--- src/rtl/bcd_countdown_mux.sv ---
// bcd_countdown_mux: BCD countdown phase timer with multiplexed seven-segment digit driver.
// Ports:
//   clk_50     - system clock, all logic on the rising edge
//   clr        - asynchronous active-low reset
//   start_i    - load load_val_i (digits above 9 clamp to 9) and run
//   load_val_i - BCD preset, digit 0 in [3:0]
//   pause_i    - freezes prescaler and count while running
//   value_o    - current BCD count
//   busy_o     - counting or paused
//   done_o     - one-cycle pulse when the count expires
//   seg_o      - active-low segments {g,f,e,d,c,b,a} of the enabled digit
//   dig_en_o   - one-hot active-high digit enable
module bcd_countdown_mux #(
    parameter int CLK_HZ  = 50000000,
    parameter int TICK_HZ = 1,
    parameter int DIGITS  = 2,
    parameter int MUX_DIV = 50000
) (
    input  logic                  clk_50,
    input  logic                  clr,
    input  logic                  start_i,
    input  logic [4*DIGITS-1:0]   load_val_i,
    input  logic                  pause_i,
    output logic [4*DIGITS-1:0]   value_o,
    output logic                  busy_o,
    output logic                  done_o,
    output logic [6:0]            seg_o,
    output logic [DIGITS-1:0]     dig_en_o
);
    localparam int W   = 4 * DIGITS;
    localparam int PRE = CLK_HZ / TICK_HZ - 1;
    localparam int PW  = $clog2(PRE + 1);
    localparam int MW  = MUX_DIV > 1 ? $clog2(MUX_DIV) : 1;
    localparam int SW  = DIGITS > 1 ? $clog2(DIGITS) : 1;
    localparam logic [PW-1:0] PRE_T  = PW'(PRE);
    localparam logic [MW-1:0] MUX_T  = MW'(MUX_DIV - 1);
    localparam logic [SW-1:0] LAST_T = SW'(DIGITS - 1);

    typedef enum logic [1:0] {IDLE, RUN, PAUSED} state_t;

    state_t            state_q, state_d;
    logic [W-1:0]      value_q, value_d, load_s, dec_v;
    logic [PW-1:0]     pre_q, pre_d;
    logic [MW-1:0]     mux_q, mux_d;
    logic [SW-1:0]     sel_q, sel_d;
    logic              done_q, done_d, busy_q, busy_d;
    logic [6:0]        seg_q, seg_d;
    logic [DIGITS-1:0] dig_en_q, dig_en_d;
    logic              borrow, active, run_en, tick, blank;
    logic [3:0]        digit;

    function automatic logic [6:0] seg7(input logic [3:0] d);
        case (d)
            4'd0: seg7 = 7'h40;
            4'd1: seg7 = 7'h79;
            4'd2: seg7 = 7'h24;
            4'd3: seg7 = 7'h30;
            4'd4: seg7 = 7'h19;
            4'd5: seg7 = 7'h12;
            4'd6: seg7 = 7'h02;
            4'd7: seg7 = 7'h78;
            4'd8: seg7 = 7'h00;
            4'd9: seg7 = 7'h10;
            default: seg7 = 7'h7F;
        endcase
    endfunction

    // Clamp the preset and build the borrow-chain decrement of the current count.
    always_comb begin
        borrow = 1'b1;
        load_s = '0;
        dec_v  = '0;
        for (int k = 0; k < DIGITS; k++) begin
            load_s[4*k +: 4] = load_val_i[4*k +: 4] > 4'd9 ? 4'd9 : load_val_i[4*k +: 4];
            dec_v[4*k +: 4]  = !borrow ? value_q[4*k +: 4] :
                               value_q[4*k +: 4] == 4'd0 ? 4'd9 : value_q[4*k +: 4] - 4'd1;
            borrow           = borrow && value_q[4*k +: 4] == 4'd0;
        end
    end

    assign active = state_q != IDLE;
    assign run_en = active && !start_i && !pause_i;
    assign tick   = run_en && pre_q == PRE_T;

    always_ff @(posedge clk_50 or negedge clr) begin
        if (!clr) state_q <= IDLE;
        else      state_q <= state_d;
    end

    // start wins over pause and tick; a zero preset expires immediately.
    always_comb begin
        state_d = start_i ? (load_s == '0 ? IDLE : RUN) :
                  !active ? state_q :
                  tick && dec_v == '0 ? IDLE :
                  pause_i ? PAUSED : RUN;
    end

    // Display digit and blanking are taken from the registered count so seg and dig_en stay paired.
    assign digit = 4'(value_q >> {sel_q, 2'b00});
    assign blank = sel_q != '0 && (value_q >> {sel_q, 2'b00}) == '0;

    always_comb begin
        value_d  = start_i ? load_s : tick ? dec_v : value_q;
        pre_d    = start_i || tick ? '0 : run_en ? pre_q + 1'b1 : pre_q;
        done_d   = start_i ? load_s == '0 : tick && dec_v == '0;
        busy_d   = state_d != IDLE;
        mux_d    = mux_q == MUX_T ? '0 : mux_q + 1'b1;
        sel_d    = mux_q != MUX_T ? sel_q : sel_q == LAST_T ? '0 : sel_q + 1'b1;
        dig_en_d = DIGITS'(1) << sel_q;
        seg_d    = state_q == IDLE || blank ? 7'h7F : seg7(digit);
    end

    always_ff @(posedge clk_50 or negedge clr) begin
        if (!clr) begin
            value_q  <= '0;
            pre_q    <= '0;
            done_q   <= 1'b0;
            busy_q   <= 1'b0;
            mux_q    <= '0;
            sel_q    <= '0;
            dig_en_q <= DIGITS'(1);
            seg_q    <= 7'h7F;
        end else begin
            value_q  <= value_d;
            pre_q    <= pre_d;
            done_q   <= done_d;
            busy_q   <= busy_d;
            mux_q    <= mux_d;
            sel_q    <= sel_d;
            dig_en_q <= dig_en_d;
            seg_q    <= seg_d;
        end
    end

    assign value_o  = value_q;
    assign busy_o   = busy_q;
    assign done_o   = done_q;
    assign seg_o    = seg_q;
    assign dig_en_o = dig_en_q;
endmodule

--- config.mk ---
export PLATFORM = sky130hd
export DESIGN_NAME = bcd_countdown_mux
export DESIGN_NICKNAME = d
export VERILOG_FILES = /design/src/rtl/bcd_countdown_mux.sv
export SDC_FILE = /design/constraint.sdc
export NUM_CORES = 1
export LEC_CHECK = 0
export ABC_AREA = 0
export BUFFER_PORTS_ARGS = -buffer_cell sky130_fd_sc_hd__buf_2
export CAP_MARGIN = 20
export CORE_UTILIZATION = 35
export CTS_CLUSTER_DIAMETER = 100
export DETAILED_ROUTE_END_ITERATION = 16
export GPL_TIMING_DRIVEN = 1
export HOLD_SLACK_MARGIN = 0.08
export REMOVE_ABC_BUFFERS = 1
export SETUP_SLACK_MARGIN = 0.2
export SLEW_MARGIN = 5
export SYNTH_ARGS = -nofsm -noshare
export SYNTH_HDL_FRONTEND = slang
export SYNTH_SLANG_ARGS = --single-unit
--- constraint.sdc ---
create_clock -name clk_50 -period 5.2 [get_ports clk_50]
set_input_delay 0.78 -clock clk_50 [delete_from_list [all_inputs] [get_ports clk_50]]
set_output_delay 0.78 -clock clk_50 [all_outputs]
set_load 0.1 [all_outputs]
Yosys cells after proc, flatten, opt, wreduce, memory -nomap -nowiden
Memory sizes are Yosys's and may differ from the RTL's.
Index checks and enable logic that the tools add are counted.
{ "totals": {"input_bits": 12, "mem_bits_ro": 112, "mem_count": 1, "output_inout_bits": 19, "register_bits": 64, "word_cells": 59} }
{ "memory_table": {"columns": ["name", "words", "word_bits", "read_ports", "rd_clocked_by_memory_dff", "wr", "line_no", "rtl"], "rows": [
  ["(name not given)", 16, 7, 1, 0, 0, "53", "case (d)"]
]} }
{ "op_classes": {"reduce_logical": 19, "shift": 2, "add_sub_neg": 5, "order_cmp": 2, "eq_ne": 3, "n_mux": 18} }
{ "ops": {"columns": ["cell", "n"], "rows": [
  ["$mux W26", 2],
  ["$add A26 B1 Y26 const B", 1],
  ["$eq A26 B26 Y1 const B", 1],
  ["$logic_not A8 Y1", 3],
  ["$mux W4", 5],
  ["$add A16 B1 Y16 const B", 1],
  ["$eq A16 B16 Y1 const B", 1],
  ["$mux W16", 1],
  ["$mux W8", 2],
  ["$ne A16 B16 Y1 const B", 1],
  ["$gt A4 B4 Y1 const B", 2],
  ["$logic_not A4 Y1", 2],
  ["$mux W2", 4],
  ["$reduce_bool A2 Y1", 4],
  ["$shr A8 B3 Y8", 1],
  ["$sub A4 B1 Y4 const B", 2],
  ["$mux W7", 1],
  ["$logic_and A1 B1 Y1", 5],
  ["$mux W1", 3],
  ["$logic_not A1 Y1", 2],
  ["$logic_not A2 Y1", 1],
  ["$logic_or A1 B1 Y1", 2],
  ["$shl A1 B1 Y2 const A", 1],
  ["$add A1 B1 Y1 const B", 1]
]} }

Logic depth before layout (Yosys ltp)
{ "logic_depth": {"ltp_word": 9, "ltp_mapped": 8} }

Least setup slack after synthesis
Ideal clock, no wire load.
{ "synth_timing": {"path_type": "in2reg", "from": "input start_i", "to": "register value_q[4], in the netlist value_o[4]", "path_slack_ps": 2427, "stages": 5, "path_buffers": 0, "t_arrival_ps": 2647, "cell_sequence": "or2_2 or3_1 or3_1 or4_1 a311o_1"} }
{ "synth_via": {"elab_chain_len": 5} }
{ "synth_rtl": {"columns": ["element", "line_no", "rtl"], "rows": [
  ["start: declaration", "21", "input logic start_i,"],
  ["$logic_not A1 Y1", "82", "assign run_en = active && !start_i && !pause_i;"],
  ["$logic_and A1 B1 Y1 (2 in a row)", "82", null],
  ["$logic_and A1 B1 Y1", "83", "assign tick = run_en && pre_q == PRE_T;"],
  ["$reduce_bool A2 Y1 (no source line)", null, null],
  ["end signal: assignment", "124", "value_q <= value_d;"],
  ["end: declaration", "42", "logic [W-1:0] value_q, value_d, load_s, dec_v;"]
]} }
Several ways; a longest one is shown, not always the timed one.
A chain may end at the register's enable or synchronous reset.

Worst setup path in the final report
{ "layout_timing": {"from": "register pre_q[9]", "to": "register pre_q[0]"} }
{ "layout_via": {"elab_chain_len": 4} }
{ "layout_rtl": {"columns": ["element", "line_no", "rtl"], "rows": [
  ["start: declaration", "43", "logic [PW-1:0] pre_q, pre_d;"],
  ["start signal: assignment", "125", "pre_q <= pre_d;"],
  ["$eq A26 B26 Y1 *", "83", null],
  ["$logic_and A1 B1 Y1 *", "83", null],
  ["$logic_or A1 B1 Y1 *", "104", "pre_d = start_i || tick ? '0 : run_en ? pre_q + 1'b1 : pre_q;"],
  ["$mux W26 or $reduce_bool A2 Y1 (tied branches)", null, null]
]} }
Every way passes the cells marked *; elsewhere a longest branch is shown, timed or not.

==> out/qor.yml <==
outcome:
  status: "finished, final reports clean"
yosys:
  synth_edf_count: 0
  syn_inst: 329
  synthesis.area_um2: 3218
  synth_seq_cells: 64
  synthArstFlopShare_pct: 100.0
  ys_types: 44
  synth.yosys.warnings: 0
  synth_top_flop_cell: "dfrtp_1"
  ys_seq_area_share_pct: 50.08
  synth_area_per_cell_um2: 9.781
  yosys.area.top_type: "dfrtp_1"
  yosysTopAreaCellShare_pct: 43.55
  yosys-top-cells-area: "dfrtp_1 (44%), dfstp_2 (6.5%), xor2_1 (6.5%)"
grt:
  grt_usage_pct: 14.70
  grt_busiest_layer: "met2"
  grtUsageMet3_pct: 4.868
  antenna_found_initial: 0
  gr-total-overflow: 0
  grt_use_met1_pct: 18.48
  grt_max_degree: 65
  grt_pass1_wl_um: 11350
  grt_util_met2_pct: 24.11
  first_global_vias: 2498
drt:
  routedWlPerCell_um: 13.23
  ant_nets: 0
  drtIter0Drc: 155
  drtPass1Iterations: 4
  vias: 2538
  route.detailed.drc: 0
  finalWirelength_um: 6348
  via_per_inst: 5.288
setup_path:
  regToRegSetupSlack_ns: 2.11
  cp-end-kind: "flop"
  rr_endpoint: "pre_q[0]$_DFFE_PN0P_"
  cp-start-kind: "flop"
  worstSetupPathType: "reg2reg"
  critPathRequiredTime_ns: 5.38
  crit_arrival_ns: 3.27
  cp_max_fo: 25
  r2r_cells: 5
  r2r-start: "pre_q[9]$_DFFE_PN0P_"
timing:
  finalHoldViolCount: 0
  worst_slack_ns: 2.109
  setup_violations: 0
  min_period_ns: 3.091
  clock_skew_ns: 0.005831
  rsz0062_at_grt: "false"
  slew_viol_final: 0
  relSlewSlack_pct: 42.27
  fin_setup_tns_ns: 0
  fmax_mhz: 323.5
  min_period_over_period_pct: 59.45
  tightest_slew_ns: 0.8638
final_layout:
  syn_to_final_growth_pct: 13.69
  mostFrequentLayoutCell: "dfrtp_1"
  drive_gt1_share_pct: 16.67
  final_cell_mix: "dfrtp_1 (56), nor2_1 (44), nand2_1 (35)"
  nNetsFinal: 386
  diodes: 0
  fin_area_um2: 3659
clocking:
  hold_buffers: 0
  cts.repair.resized: 0
  cts_tree: "built"
  post_cts_buffers: 0
  htree_num_levels: 3
  cts.clk_slew.worst_paths_ns: 0.07
  cts_buffers: 9
  clock_path_buffers: 2
  clk_latency_ns: 0.33
  cts_root_buffer: "clkbuf_8"
  cts.sinks: 64
die:
  core_area_um2: 8806
  io_pins: 31
  die_x_um: 97.89
  dieHeight_um: 97.89
  rows: 34
  fp.dieArea_um2: 9582
  start_util_pct: 36.54
pwr:
  fin_total_pwr_uw: 1067
  ir_drop_mv: 0.09857
  cellPowerDensity_nw_per_um2: 291.5
  p_leak_uw: 0.001580
place:
  pre_cts_slack_ns: 1.927
  dpl_cell_area_um2: 3496
  port_buffers: 30
  dp_hpwl_um: 4396
  globalplace.congestion: 0.8416
hold_path:
  hp-class: "reg2reg"
  worstHoldEndpoint: "mux_q[7]$_DFF_PN0_"
  min_delay_path_depth: 1
  worstHoldStart: "mux_q[7]$_DFF_PN0_"
flow_run:
  drv_cap: 0
[power breakdown]
| part | switching, uW | internal (uW) |
|---|---|---|
| clock | 177 | 171 |
| combinational | 153 | 33.7 |
| sequential | 13.1 | 518 |
[critical path, cell delays in order, from the launching register on]
cell and delay [ns]:
dfrtp_1 0.43, or4b_1 0.54, or4_4 0.57, or3_1 0.56, nand2_1 0.71, nor2_1 0.12
[state kept, by name, summed over array words and instances (netlist names), 2 cells and up]
| signal | cells |
|---|---|
| dig_en_o | 2 |
| mux_q | 16 |
| pre_q | 26 |
| seg_o | 7 |
| state_q | 2 |
| value_o | 8 |
[logic make-up (layout without fill, tap and decap cells)]
logic type / Yosys count / after routing / synth area share [%]
adders and majority gates: 7 / 7 / 2.721
and+or+nand+nor: 162 / 162 / 25.70
xor gates and xnor gates: 37 / 37 / 10.07
muxes: 8 / 8 / 2.527
buffers and inverters: 16 / 59 / 1.983
DFF: 64 / 64 / 50.08
AOI/OAI and AO/OA: 35 / 35 / 6.921
[routing by layer]
| metal | wire (um) | part of all wire, % |
|---|---|---|
| met5 | 0 | 0 |
| met4 | 61 | 0.96 |
| met3 | 264 | 4.2 |
| met2 | 3043 | 48 |
| met1 | 2979 | 47 |
[stage by stage]
step | hold slack [ns] | util (%) | cells
after detailed placement | 0.4716 | 39.70 | 463
after floorplan | 0.4479 | - | 322
after global placement | 0.4727 | 39.70 | 463
final | 0.4910 | 41.55 | 480
after global routing | 0.5071 | 41.55 | 480
after CTS | 0.4904 | 41.49 | 479
[cells in the mapped netlist, types with 4 or more instances]
master and count:
nor3_1 8, or4_1 4, clkbuf_1 4, nor4_1 7, xor2_1 24, nor2_1 44, mux2i_1 7, nand2_1 35
ha_1 7, dfrtp_1 56, xnor2_1 13, or3_1 6, o21ai_0 11, dfstp_2 8, nand4_1 12, inv_1 8
a21oi_1 8, and4_1 4, nand3_1 15, and3_1 9
[layout make-up]
cell class,count,area (um^2)
repair buffers,34,177.7
clock inverters,4,22.52
well taps,108,135.1
inverters,9,33.78
multi-input cells,249,1543
clock buffers,12,135.1
flip-flops and latches,64,1612
fillers,866,5147
[worst max-delay path by stage]
stage,from,endpoint,slack [ns],depth (start not counted)
after floorplan,start_i,value_o[4]$_DFFE_PN0N_,2.27,5
after global placement,start_i,value_o[4]$_DFFE_PN0N_,2.01,6
after detailed placement,start_i,pre_q[0]$_DFFE_PN0P_,1.93,6
after CTS,pre_q[9]$_DFFE_PN0P_,pre_q[0]$_DFFE_PN0P_,2.08,5
after global routing,pre_q[9]$_DFFE_PN0P_,pre_q[0]$_DFFE_PN0P_,1.89,5
final,pre_q[9]$_DFFE_PN0P_,pre_q[0]$_DFFE_PN0P_,2.11,5
No activity file was read; power rests on OpenSTA's default activity.
